File: config.mk
export PLATFORM = sky130hd
export DESIGN_NAME = csl_sub8_seq_flat
export DESIGN_NICKNAME = d
export VERILOG_FILES = /design/src/rtl/csl_sub8_seq_if.sv /design/src/rtl/csl_sub8_seq.sv /design/src/flat_wrapper.sv
export SDC_FILE = /design/constraint.sdc
export NUM_CORES = 1
export LEC_CHECK = 0
export BUFFER_PORTS_ARGS = -buffer_cell sky130_fd_sc_hd__buf_2
export CAP_MARGIN = 0
export CORE_MARGIN = 3
export CORE_UTILIZATION = 55
export CTS_BUF_LIST = sky130_fd_sc_hd__clkbuf_16
export CTS_CLUSTER_DIAMETER = 50
export DETAILED_ROUTE_END_ITERATION = 6
export GPL_TIMING_DRIVEN = 1
export HOLD_SLACK_MARGIN = 0.03
export PLACE_DENSITY_LB_ADDON = 0.1
export SYNTH_ARGS = -nofsm -noshare
export SYNTH_HDL_FRONTEND = slang
export SYNTH_SLANG_ARGS = --single-unit
export TNS_END_PERCENT = 10
File: constraint.sdc
create_clock -name clk -period 7.9 [get_ports clk]
set_input_delay 1.185 -clock clk [delete_from_list [all_inputs] [get_ports clk]]
set_output_delay 1.185 -clock clk [all_outputs]
set_load 0.005 [all_outputs]
File: src/rtl/csl_sub8_seq_if.sv
// Operand/result handshake bundle for csl_sub8_seq.
// master = producer/consumer side, slave = the subtractor.
interface csl_sub8_seq_if #(
  parameter int WIDTH = 8
);
  logic             in_valid;
  logic             in_ready;
  logic [WIDTH-1:0] A;
  logic [WIDTH-1:0] B;
  logic             bin;
  logic             out_valid;
  logic             out_ready;
  logic [WIDTH-1:0] diff;
  logic             BOUT;
  logic             OVF;
  logic             ZERO;

  modport master (
    output in_valid, A, B, bin, out_ready,
    input  in_ready, out_valid, diff, BOUT, OVF, ZERO
  );

  modport slave (
    input  in_valid, A, B, bin, out_ready,
    output in_ready, out_valid, diff, BOUT, OVF, ZERO
  );
endinterface

File: src/rtl/csl_sub8_seq.sv
// Multi-cycle carry(borrow)-select subtractor, one SLICE-bit slice per clock.
// Optional macro CSL_SUB_SATURATE_EN: clamp diff to 0 on final borrow.
module csl_sub8_seq #(
  parameter int WIDTH = 8,
  parameter int SLICE = 4
) (
  input  logic          clk,
  input  logic          rst,
  csl_sub8_seq_if.slave bus
);
  localparam int NSL = WIDTH / SLICE;
  localparam int KW  = (NSL > 1) ? $clog2(NSL) : 1;

  localparam logic [1:0] S_IDLE = 2'd0;
  localparam logic [1:0] S_BUSY = 2'd1;
  localparam logic [1:0] S_DONE = 2'd2;

  logic [1:0]       r_state;
  logic [WIDTH-1:0] r_a;
  logic [WIDTH-1:0] r_b;
  logic [WIDTH-1:0] r_acc;
  logic [WIDTH-1:0] r_diff;
  logic             r_borrow;
  logic             r_bout;
  logic             r_ovf;
  logic             r_zero;
  logic [KW-1:0]    r_k;

  logic [SLICE-1:0] w_ak;
  logic [SLICE-1:0] w_bk;
  logic [SLICE-1:0] w_d0;
  logic [SLICE-1:0] w_d1;
  logic [SLICE-1:0] w_dsel;
  logic             w_b0;
  logic             w_b1;
  logic             w_bsel;
  logic [WIDTH-1:0] w_acc_next;
  logic [WIDTH-1:0] w_final;
  logic             w_ovf;
  logic             w_last;

  always_comb begin
    w_ak = r_a[r_k*SLICE +: SLICE];
    w_bk = r_b[r_k*SLICE +: SLICE];
    // Both borrow-in cases computed in parallel; the extra MSB is the borrow-out.
    {w_b0, w_d0} = {1'b0, w_ak} - {1'b0, w_bk};
    {w_b1, w_d1} = {1'b0, w_ak} - {1'b0, w_bk} - {{SLICE{1'b0}}, 1'b1};
    w_dsel = r_borrow ? w_d1 : w_d0;
    w_bsel = r_borrow ? w_b1 : w_b0;
    w_acc_next = r_acc;
    w_acc_next[r_k*SLICE +: SLICE] = w_dsel;
    w_last = (r_k == KW'(NSL - 1));
    w_ovf  = (r_a[WIDTH-1] != r_b[WIDTH-1]) && (w_acc_next[WIDTH-1] != r_a[WIDTH-1]);
`ifdef CSL_SUB_SATURATE_EN
    w_final = w_bsel ? '0 : w_acc_next;
`else
    w_final = w_acc_next;
`endif
  end

  always_ff @(posedge clk or posedge rst) begin
    if (rst) begin
      r_state  <= S_IDLE;
      r_a      <= '0;
      r_b      <= '0;
      r_acc    <= '0;
      r_diff   <= '0;
      r_borrow <= 1'b0;
      r_bout   <= 1'b0;
      r_ovf    <= 1'b0;
      r_zero   <= 1'b0;
      r_k      <= '0;
    end else begin
      case (r_state)
        S_IDLE: begin
          if (bus.in_valid) begin
            r_a      <= bus.A;
            r_b      <= bus.B;
            r_borrow <= bus.bin;
            r_acc    <= '0;
            r_k      <= '0;
            r_state  <= S_BUSY;
          end
        end
        S_BUSY: begin
          r_acc    <= w_acc_next;
          r_borrow <= w_bsel;
          r_k      <= r_k + KW'(1);
          // Partial slices live in r_acc; the visible result changes only here.
          if (w_last) begin
            r_diff  <= w_final;
            r_bout  <= w_bsel;
            r_ovf   <= w_ovf;
            r_zero  <= (w_final == '0);
            r_state <= S_DONE;
          end
        end
        S_DONE: begin
          if (bus.out_ready) r_state <= S_IDLE;
        end
        default: r_state <= S_IDLE;
      endcase
    end
  end

  assign bus.in_ready  = (r_state == S_IDLE);
  assign bus.out_valid = (r_state == S_DONE);
  assign bus.diff      = r_diff;
  assign bus.BOUT      = r_bout;
  assign bus.OVF       = r_ovf;
  assign bus.ZERO      = r_zero;
endmodule

File: src/flat_wrapper.sv
// flat-port wrapper written by rule: the top's interface ports become plain ports
module csl_sub8_seq_flat 
#(
  parameter int WIDTH = 8,
  parameter int SLICE = 4
)
  (clk, rst, bus_in_valid, bus_A, bus_B, bus_bin, bus_out_ready, bus_in_ready, bus_out_valid, bus_diff, bus_BOUT, bus_OVF, bus_ZERO);
  csl_sub8_seq_if #(.WIDTH(WIDTH)) bus_i ();
  input  logic clk;
  input  logic rst;
  input wire logic [$bits(bus_i.in_valid)-1:0] bus_in_valid;
  input wire logic [$bits(bus_i.A)-1:0] bus_A;
  input wire logic [$bits(bus_i.B)-1:0] bus_B;
  input wire logic [$bits(bus_i.bin)-1:0] bus_bin;
  input wire logic [$bits(bus_i.out_ready)-1:0] bus_out_ready;
  output wire logic [$bits(bus_i.in_ready)-1:0] bus_in_ready;
  output wire logic [$bits(bus_i.out_valid)-1:0] bus_out_valid;
  output wire logic [$bits(bus_i.diff)-1:0] bus_diff;
  output wire logic [$bits(bus_i.BOUT)-1:0] bus_BOUT;
  output wire logic [$bits(bus_i.OVF)-1:0] bus_OVF;
  output wire logic [$bits(bus_i.ZERO)-1:0] bus_ZERO;
  assign bus_i.in_valid = bus_in_valid;
  assign bus_i.A = bus_A;
  assign bus_i.B = bus_B;
  assign bus_i.bin = bus_bin;
  assign bus_i.out_ready = bus_out_ready;
  assign bus_in_ready = bus_i.in_ready;
  assign bus_out_valid = bus_i.out_valid;
  assign bus_diff = bus_i.diff;
  assign bus_BOUT = bus_i.BOUT;
  assign bus_OVF = bus_i.OVF;
  assign bus_ZERO = bus_i.ZERO;
  csl_sub8_seq #(.WIDTH(WIDTH), .SLICE(SLICE)) u_core (.clk(clk), .rst(rst), .bus(bus_i));
endmodule
==> summary.md, run 1 <==
| Metric | Value |
|---|---|
| Status | finished, final reports clean |
| Antenna-violating nets left | 0 |
| Sequential share of the synthesized area | 0.509 |
| Synth unique cells | 35 |
| Max incr delay on CP | 0.68 ns |
| Die height | 62.0 um |
| Share of the synthesized area in the top cell type | 0.509 |
| Antenna Cells | 0 |
| Full die area | 3840 um2 |
| Initial antenna violation count | 0 |
| Total global routing overflow | 0 |
| CP Max Fanout | 14 |
| Clk root buf | clkbuf_16 |
| Final Cycle Share | 0.362 |
| FF-to-FF setup slack | 5.04 ns |
| Critical R2R Launch | u_core.r_k |
| Worst slew pin tran | 0.855 ns |
| Worst Skew | 0.00535 ns |
| Slew margin rel. | 0.430 |
| # port buffers | 33 |
| TritonCTS clock tree | yes |
| R2R depth | 8 |
| RSZ-0062 raised after global routing | no |
| Sequence of cells on the critical path | mux2_2, ha_1, fa_1, xor2_1, nand4_1, xnor3_2, mux2i_1, o21ai_1 |
| Max-cap violations | 0 |
| Synthesized instance count | 140 |
| DRC | 0 |
| Top cells by area, synth | dfrtp_1 (51%), mux2_2 (17%), ha_1 (3.6%) |
| I/O pin count | 34 |
| Synthesized flop and latch total | 35 |
| Worst skew pair latency | 0.27 ns |
| Post-CTS Resized | 0 |
| First-pass GRT wire length | 5000 um |
| Fraction of layout cells with a size suffix above 1 | 0.415 |
| Vias per Instance | 5.22 |
| CP endpoint kind | flip-flop |
| Routability congestion estimate | 0.832 |
| Number of filler cells placed in the layout | 208 |
| Clk slew on worst S/H paths | 0.05 ns |
| Synth area leader | dfrtp_1 |
| Setup TNS Final | 0 ns |
| Crit path time final | 2.86 ns |
| Postcts setup bufs | 0 |
| CTS Buf Count | 5 |
| CP max-delay cell | dfrtp_1 |
| Final setup fails | 0 |
| Setup CP Type | flip-flop to flip-flop |
| Post-Syn Nets | 167 |
| Clk sinks | 35 |
| Footprint of the multi-input gates | 793 um2 |
| Mapped Area | 1720 um2 |
| Vias in the first global route | 1,109 |
| Global Route Usage Sum | 0.183 |
| Chip width | 62.0 um |
| Largest net degree at the start of global routing | 36 |
| CTS Hold Buffers Added | 0 |
| Drt first pass iters | 5 |
| Max Fclk | 349 MHz |
| WL final | 3040 um |
| Floorplan core area | 2880 um2 |
| Nets | 202 |
| # rows | 19 |
| Worst Hold Class | flip-flop to flip-flop |
| Worst reg2reg endpoint | u_core.bus.OVF |
| Wirelength per Cell | 13.9 um |
| HP Start | u_core.bus.diff[6] |
| Total number of vias | 1,137 |
| Clock buffer depth | 2 |
| Synth-to-Final Area Change | 19.3% |
| # H-tree levels | 2 |
| Endpoint of the worst hold-timing path | u_core.bus.diff[6] |
| Initial core utilization | 0.599 |
| Fin. Hold Viols | 0 |
| Mapped Avg Cell Area | 12.3 um2 |
| CP Data Required Time | 8.04 ns |
| Drt initial violations | 24 |
| FF/Latch Area | 876 um2 |
| Nature of the critical path startpoint | flip-flop |
| Ys Warns | 0 |
| Hold_ws | 0.469 ns |
| Post-DP HPWL | 2210 um |
| Worst hold stages | 2 |
| Max-slew violations | 0 |
| Worst Path Arrival | 3.01 ns |
critical path: cells and delay by family (launching register included):
| kind | cells | cell delay [ns] |
|---|---|---|
| XOR/XNOR | 2 | 0.60 |
| multiplexers | 2 | 0.62 |
| adder cells (fa/ha/maj) | 2 | 0.61 |
| AO/OA/AOI/OAI | 1 | 0.07 |
| AND/OR/NAND/NOR | 1 | 0.16 |
| flip-flops | 1 | 0.68 |
logic make-up (layout without fill, tap and decap cells):
| family | Yosys count | after routing | synth area share |
|---|---|---|---|
| simple gates | 35 | 35 | 0.106 |
| mux | 32 | 32 | 0.205 |
| flops | 35 | 35 | 0.509 |
| compound gates | 16 | 16 | 0.0727 |
| fa+ha+maj | 6 | 6 | 0.0480 |
| xor+xnor | 4 | 4 | 0.0291 |
| buf+inv | 12 | 48 | 0.0305 |
how the worst max path moves through the flow:
stage | start | to | slack, ns
after floorplan | u_core.r_k | u_core.bus.BOUT | 5.16
after global placement | u_core.r_k | u_core.bus.ZERO | 5.14
after detailed placement | u_core.r_k | u_core.bus.OVF | 5.03
after CTS | u_core.r_k | u_core.bus.OVF | 5.02
after global routing | u_core.r_k | u_core.bus.OVF | 4.84
final | u_core.r_k | u_core.bus.OVF | 5.04
Yosys cell counts, drive strengths merged:
| cell type | instances |
|---|---|
| nand2b | 3 |
| clkbuf | 2 |
| mux2 | 26 |
| nand3 | 4 |
| or4 | 1 |
| a21oi | 2 |
| or3 | 1 |
| ha | 5 |
| o21ai | 6 |
| dfrtp | 35 |
| nor2 | 7 |
| xnor3 | 1 |
| xor2 | 3 |
| inv | 6 |
| buf | 4 |
| a22o | 2 |
| nand2 | 12 |
| a21o | 3 |
| a31oi | 1 |
| nand4 | 1 |
| nor4 | 1 |
| mux2i | 6 |
| o2111ai | 1 |
| o41ai | 1 |
| nor2b | 4 |
| and2 | 1 |
| fa | 1 |
per-layer routing:
metal  vias to the layer above  global-route usage  wire (um)
met5                         -                   0          0
met4                         0              0.0727         48
met3                         5              0.0620        114
met2                        28               0.294       1420
met1                       544               0.225       1460
li1                        560                   -          -
placed cells by master (no fill, tap or decap), types with 4 or more instances in the layout:
cell / n
dfrtp_1: 35
buf_2: 33
mux2_2: 26
nand2_1: 11
nor2_1: 7
inv_1: 7
mux2i_1: 6
o21ai_0: 5
ha_1: 5
clkbuf_16: 5
nor2b_1: 4
layout make-up:
type	instances	share of cell area
multi-input cells	93	0.386
clock inverters	3	0.00548
flip-flops and latches	35	0.427
repair buffers	34	0.0841
inverters	6	0.0110
well taps	42	0.0256
clock buffers	5	0.0609
per-stage QoR:
stage | utilization | std cells | setup WS, ns | instance area [um2]
3_5_place_dp | 0.666 | 210 | 5.03 | 1920
6_report | 0.714 | 218 | 5.04 | 2050
4_1_cts | 0.714 | 218 | 5.02 | 2050
3_3_place_gp | 0.666 | 210 | 5.14 | 1920
5_1_grt | 0.714 | 218 | 4.84 | 2050
2_1_floorplan | - | 140 | 5.16 | 1720
flip-flops by register name, summed over array words and instances (netlist names):
name             flops
u_core.bus.diff      8
u_core.r_a           8
u_core.r_b           8
u_core.r_acc         4
u_core.r_state       2
u_core.bus.BOUT      1
u_core.bus.OVF       1
u_core.bus.ZERO      1
u_core.r_borrow      1
u_core.r_k           1
Power of run 1 is not shown: default switching activity piles up to over one toggle a cycle in this logic, so the estimate is an artifact.
==> run 2, diff against run 1 <==
--- a/config.mk
+++ b/config.mk
@@ -5,10 +5,11 @@
 export SDC_FILE = /design/constraint.sdc
 export NUM_CORES = 1
 export LEC_CHECK = 0
+export ABC_AREA = 1
 export BUFFER_PORTS_ARGS = -buffer_cell sky130_fd_sc_hd__buf_2
 export CAP_MARGIN = 0
 export CORE_MARGIN = 3
-export CORE_UTILIZATION = 55
+export CORE_UTILIZATION = 50
 export CTS_BUF_LIST = sky130_fd_sc_hd__clkbuf_16
 export CTS_CLUSTER_DIAMETER = 50
 export DETAILED_ROUTE_END_ITERATION = 6
==> constraint.sdc (replaced) <==
create_clock -name clk -period 2.4 [get_ports clk]
set_input_delay 0.36 -clock clk [delete_from_list [all_inputs] [get_ports clk]]
set_output_delay 0.36 -clock clk [all_outputs]
set_load 0.005 [all_outputs]
==> run 2 against run 1 <==
The run now ends with negative setup slack left. Sequential share of layout area shrank 1.3 points. Via count increased by 38%. Die area increased by 22%. Critical path type unchanged. Highest routed layer unchanged.
==> summary.md, run 2 <==
| Metric | Value |
|---|---|
| Routability congestion estimate | 0.800 (-3.8%) |
| # port buffers | 33 (unchanged) |
| # rows | 22 (+3) |
| Worst Skew | 0.00412 ns (-0.00123 ns) |
| Total number of vias | 1,565 (+38%) |
| Slew margin rel. | 0.679 (+0.249) |
| Number of synthesized flops with an enable pin | 0 (unchanged) |
| CP Data Required Time | 2.62 ns (-5.42 ns) |
| Sequential share of the synthesized area | 0.503 (-0.00582) |
| Vias in the first global route | 1,510 (+36%) |
| Vias per Instance | 5.02 (-3.8%) |
| Full die area | 4660 um2 (+22%) |
| Footprint of the multi-input gates | 861 um2 (+8.5%) |
| GR met1 Demand/Resource | 0.231 (+0.00679) |
| I/O pin count | 34 (unchanged) |
| Initial antenna violation count | 0 (unchanged) |
| Wirelength per Cell | 12.5 um (-10%) |
| Drt initial violations | 110 (+360%) |
| Nets | 290 (+44%) |
| Clk sinks | 39 (+11%) |
| Top cells by area, synth | dfrtp_1 (50%), nand2_1 (13%), mux2_2 (8.1%) |
| Most frequent cells in the layout | nand2_1 (66), dfrtp_1 (38), buf_2 (33) |
| Synthesized flop and latch total | 39 (+11%) |
| Initial core utilization | 0.526 (-0.0724) |
| Max-slew violations | 0 (unchanged) |
| Final Cycle Share | 1.02 (+0.655) |
| Worst Path Arrival | 2.66 ns (-0.35 ns) |
| Share of the synthesized area in the top cell type | 0.503 (-0.00582) |
| DRC | 0 (unchanged) |
| Clock buffer depth | 2 (unchanged) |
| Die height | 68.3 um (+10%) |
| Synth area leader | dfrtp_1 |
| Mapped Avg Cell Area | 8.74 um2 (-29%) |
| Antenna Cells | 0 (unchanged) |
| Max-cap violations | 0 (unchanged) |
| Clk slew on worst S/H paths | 0.06 ns (about the same) |
| Largest net degree at the start of global routing | 40 (+11%) |
| Nature of the critical path startpoint | flip-flop |
| Grt peak-use layer | met2 |
| Clk root buf | clkbuf_16 |
| Worst Hold Class | input pin to async pin |
| FF/Latch Area | 977 um2 (+12%) |
| Most common cell in the netlist | nand2_1 |
| Synthesized instance count | 222 (+59%) |
| CP endpoint kind | flip-flop |
| TritonCTS clock tree | yes |
| Fin. Hold Viols | 0 (unchanged) |
| Total global routing overflow | 0 (unchanged) |
| Worst skew pair latency | 0.28 ns (about the same) |
| Drt first pass iters | 4 (-1) |
| Final setup fails | 1 (+1) |
| Floorplan core area | 3690 um2 (+28%) |
| Status | complete, but fails checks |
| CP Max Fanout | 4 (-10) |
| CTS Buf Count | 5 (unchanged) |
| Ys Warns | 0 (unchanged) |
| Crit path time final | 2.44 ns (-0.421 ns) |
| Post-Syn Nets | 249 (+49%) |
| Antenna-violating nets left | 0 (unchanged) |
| Number of filler cells placed in the layout | 337 (+62%) |
| Synth Flop Type | dfrtp_1 |
| Synth unique cells | 24 (-31%) |
| Setup WS pre-CTS | 0.0151 ns (-5.02 ns) |
| Post-synthesis async set-or-reset flop share | 1.00 (unchanged) |
| Setup CP Type | flip-flop to flip-flop |
| Non-Filler Instances | 312 (+43%) |
| WL final | 3900 um (+28%) |
| Chip width | 68.3 um (+10%) |
| Fraction of layout cells with a size suffix above 1 | 0.295 (-0.119) |
| Synth cell count leaders | nand2_1 (66), dfrtp_1 (39), inv_1 (22) |
| Violated checks | negative setup slack |
| Post-DP HPWL | 2800 um (+27%) |
| Commonest non-fill, non-tap cell in the layout | nand2_1 |
| Max Fclk | 410 MHz (+17%) |
| # placed instances | 303 (+44%) |
| First-pass GRT wire length | 6590 um (+32%) |
| Mapped Area | 1940 um2 (+13%) |
| GR Util met2 | 0.329 (+0.0341) |
| Synth-to-Final Area Change | 21.9% |
| # H-tree levels | 2 (unchanged) |
| Worst slew pin tran | 0.481 ns (-0.373 ns) |
| Global Route Usage Sum | 0.192 (+0.00885) |
| Fin worst setup slack | -0.0415 ns (-5.08 ns) |
| M3 GR Usage | 0.0591 (-0.00287) |
| RSZ-0062 raised after global routing | yes |
[run 2: cell types whose count changed after synthesis, sizes merged, moves of 3 or more]
cell	change
a21o	-3
a21oi	+3
dfrtp	+4
inv	+20
mux2	-12
mux2i	-4
nand2	+55
nand2b	-3
nand3	+12
nor2b	-4
o21ai	+15
o22ai	+5
[run 2: area by class of cell]
type                            instances  area share
Sequential cell                        39       0.413
Multi-Input combinational cell        150       0.364
Timing Repair Buffer                   41      0.0968
Clock buffer                            5      0.0529
Inverter                               26      0.0413
Tap cell                               48      0.0254
Clock inverter                          3     0.00635
[run 2: routing by layer]
layer / up-vias / share of wire
met5: - / 0
met4: 0 / 0.0097
met3: 5 / 0.041
met2: 28 / 0.51
met1: 734 / 0.44
li1: 798 / -
[run 2: repair_timing]
| action | in CTS | in global routing |
|---|---|---|
| gates resized for setup | 1 | 10 |
| endpoints found under the hold margin | 0 | 0 |
| buffers inserted | 1 | 0 |
| hold buffers | 0 | 0 |
| pin swaps | 4 | 1 |
| setup endpoints to repair | 1 | 10 |
[run 2: kinds of logic after synthesis]
logic type / Yosys count / share of synthesized area
xor+xnor: 1 / 0.00451
buf+inv: 33 / 0.0664
compound gates: 33 / 0.0909
mux: 16 / 0.0916
simple gates: 94 / 0.201
fa+ha+maj: 6 / 0.0426
flops: 39 / 0.503
[run 2: final timing paths]
| check | cells after the start | slack (ns) | to | from |
|---|---|---|---|---|
| max | 15 | -0.04 | u_core.bus.ZERO | u_core.r_k |
| min | 3 | 0.19 | u_core.r_b[7] | rst |
| max reg2reg | 15 | -0.04 | u_core.bus.ZERO | u_core.r_k |
| min reg2reg | 2 | 0.47 | u_core.bus.diff[6] | u_core.bus.diff[6] |
| max in group asynchronous | 3 | 1.86 | u_core.r_k | rst |
| min in group clk | 2 | 0.25 | u_core.r_state[1] | bus_out_ready |
[run 2: critical path: stages (launching register included)]
cell and delay (ns):
dfrtp_2 0.43, buf_6 0.13, mux2i_1 0.12, ha_2 0.21, fa_1 0.49, ha_1 0.29, nand2_1 0.05, nand2_1 0.08
nand2_1 0.07, o21ai_2 0.08, nand2_1 0.08, nor2_1 0.09, nand2_1 0.06, nor2_1 0.08, nand3_1 0.07, nand2_1 0.06
[run 2: through the flow]
| stage | cell area [um2] | utilization | setup TNS, ns | hold slack [ns] |
|---|---|---|---|---|
| 2_1_floorplan | 1960 | - | -0.0840 | 0.455 |
| 3_3_place_gp | 2190 | 0.594 | 0 | 0.460 |
| 3_5_place_dp | 2190 | 0.594 | 0 | 0.462 |
| 4_1_cts | 2340 | 0.635 | -0.0244 | 0.208 |
| 5_1_grt | 2360 | 0.641 | -0.382 | 0.236 |
| 6_report | 2360 | 0.641 | -0.0415 | 0.187 |
Power of run 2 is left out for the same reason.
==> run 3, diff against run 2 <==
--- a/config.mk
+++ b/config.mk
@@ -8,7 +8,7 @@
 export ABC_AREA = 1
 export BUFFER_PORTS_ARGS = -buffer_cell sky130_fd_sc_hd__buf_2
 export CAP_MARGIN = 0
-export CORE_MARGIN = 3
+export CORE_MARGIN = 2
 export CORE_UTILIZATION = 50
 export CTS_BUF_LIST = sky130_fd_sc_hd__clkbuf_16
 export CTS_CLUSTER_DIAMETER = 50
==> run 3 against run 2 <==
The flow now finishes without violations. First-iteration DRC count up 8.2%. Non-clock buffer count up 3. Final cell count up 0.64%. Register-to-register slack better by 0.05 ns. Die area down 5.8%. Largest cell class unchanged.
==> summary.md, run 3 (synthesized netlist as in run 2, its figures left out) <==
| Metric | Value |
|---|---|
| Nets | 293 (+1.0%) |
| Most frequent cells in the layout | nand2_1 (64), dfrtp_1 (39), buf_2 (33) |
| Worst Skew | 0.00444 ns (+0.000317 ns) |
| # rows | 22 (unchanged) |
| # port buffers | 33 (unchanged) |
| Die height | 66.3 um (-2.9%) |
| DRC | 0 (unchanged) |
| Non-Filler Instances | 314 (+0.64%) |
| CTS Hold Buffers Added | 0 (unchanged) |
| CP Data Required Time | 2.62 ns (about the same) |
| CP endpoint kind | flip-flop |
| Crit path time final | 2.39 ns (-0.0541 ns) |
| Max-slew violations | 0 (unchanged) |
| Drt first pass iters | 4 (unchanged) |
| Fin. Hold Viols | 0 (unchanged) |
| CP max-delay cell | fa_1 |
| Sequence of cells on the critical path | buf_4, mux2i_1, ha_2, fa_1, ha_1, nand2_1, nand2_2, nand2_1, o21ai_1, nand2_1, nor2_1, nand2_1, nor2_1, nand3_1, nand2_1 |
| Drt initial violations | 119 (+8.2%) |
| Worst Hold Class | input pin to async pin |
| Max incr delay on CP | 0.43 ns (-0.06 ns) |
| I/O pin count | 34 (unchanged) |
| FF/Latch Area | 976 um2 (-0.13%) |
| Synth-to-Final Area Change | 22.4% |
| Max Fclk | 419 MHz (+2.3%) |
| Clk root buf | clkbuf_16 |
| Number of filler cells placed in the layout | 327 (-3.0%) |
| Clk slew on worst S/H paths | 0.05 ns (about the same) |
| # placed instances | 304 (+0.33%) |
| Most common cell on crit path | nand2_1 |
| Top delay family on crit path | adder cells |
| Global Route Usage Sum | 0.199 (+0.00738) |
| Worst slew pin tran | 0.489 ns (+0.00798 ns) |
| M1 WL | 1680 um (-2.3%) |
| Max-cap violations | 0 (unchanged) |
| Routability congestion estimate | 0.762 (-4.8%) |
| Footprint of the multi-input gates | 860 um2 (-0.15%) |
| Largest net degree at the start of global routing | 40 (unchanged) |
| # H-tree levels | 2 (unchanged) |
| Total global routing overflow | 0 (unchanged) |
| Vias in the first global route | 1,457 (-3.5%) |
| Status | finished, final reports clean |
| Clk sinks | 39 (unchanged) |
| Final Cycle Share | 0.995 (-0.0225) |
| Routed length on met3 | 151 um (-5.6%) |
| Commonest non-fill, non-tap cell in the layout | nand2_1 |
| Initial antenna violation count | 0 (unchanged) |
| Met2 wire length | 1960 um (-0.71%) |
| Nature of the critical path startpoint | flip-flop |
| Wirelength per Cell | 12.2 um (-2.0%) |
| Chip width | 66.3 um (-2.9%) |
| Final setup fails | 0 (-1) |
| Initial core utilization | 0.526 (unchanged) |
| Full die area | 4400 um2 (-5.8%) |
| Setup CP Type | flip-flop to flip-flop |
| Antenna Cells | 0 (unchanged) |
| CP Max Fanout | 3 (-1) |
| Buffers and inverters on the worst path | 1 (unchanged) |
| Slew margin rel. | 0.674 (-0.00532) |
| Floorplan core area | 3690 um2 (unchanged) |
| Fraction of layout cells with a size suffix above 1 | 0.293 (-0.00222) |
| Worst Path Arrival | 2.61 ns (-0.05 ns) |
| WL final | 3850 um (-1.4%) |
| Clock buffer depth | 2 (unchanged) |
| Antenna-violating nets left | 0 (unchanged) |
| CTS Buf Count | 5 (unchanged) |
| Vias per Instance | 4.99 (-0.45%) |
| Total number of vias | 1,568 (+0.19%) |
| RSZ-0062 raised after global routing | yes |
| Worst skew pair latency | 0.28 ns (about the same) |
| TritonCTS clock tree | yes |
| First-pass GRT wire length | 6410 um (-2.7%) |
| Top routing layer in use | met4 |
| Post-DP HPWL | 2740 um (-2.3%) |
-- run 3: final timing paths --
kind,slack (ns),endpoint,start,depth (start not counted)
min,0.18,u_core.r_b[6],rst,3
min reg2reg,0.47,u_core.bus.OVF,u_core.bus.OVF,2
min in group clk,0.27,u_core.r_state[1],bus_out_ready,2
max reg2reg,0.01,u_core.bus.ZERO,u_core.r_k,15
max,0.01,u_core.bus.ZERO,u_core.r_k,15
max in group asynchronous,1.87,u_core.r_b[1],rst,3
-- run 3: worst register-to-register path: cells and delay by family (launching register included) --
kind | cells | cell delay (ns)
adder cells (fa/ha/maj) | 3 | 0.93
flip-flops | 1 | 0.40
AO/OA/AOI/OAI | 1 | 0.09
multiplexers | 1 | 0.15
AND/OR/NAND/NOR | 9 | 0.61
buffers and inverters | 1 | 0.15
-- run 3: per-stage QoR --
stage / cell area (um2) / hold WS [ns] / util / TNS (ns) / setup slack [ns]
2_1_floorplan: 1960 / 0.455 / - / -0.0840 / -0.0840
3_3_place_gp: 2200 / 0.460 / 0.596 / 0 / 0.0476
3_5_place_dp: 2200 / 0.461 / 0.596 / 0 / 0.00159
4_1_cts: 2350 / 0.206 / 0.636 / -0.00786 / -0.00786
5_1_grt: 2370 / 0.234 / 0.644 / -0.751 / -0.254
6_report: 2370 / 0.180 / 0.644 / 0 / 0.0126
-- run 3: repair_timing --
item / in CTS / in global routing
pin swaps: 4 / 0
setup endpoints to repair: 1 / 10
buffers inserted: 2 / 1
gates resized for setup: 2 / 7
-- run 3: final cells by class --
cell class                      instances  share of cell area
Sequential cell                        39               0.411
Multi-Input combinational cell        150               0.362
Timing Repair Buffer                   44               0.104
Clock buffer                            5              0.0527
Inverter                               26              0.0411
Tap cell                               48              0.0253
Clock inverter                          2             0.00369
-- run 3: metal layers --
layer	track usage	up-vias
li1	-	804
met2	0.341	26
met5	0	-
met3	0.0716	5
met4	0.0612	0
met1	0.231	733
Power of run 3 is left out for the same reason.
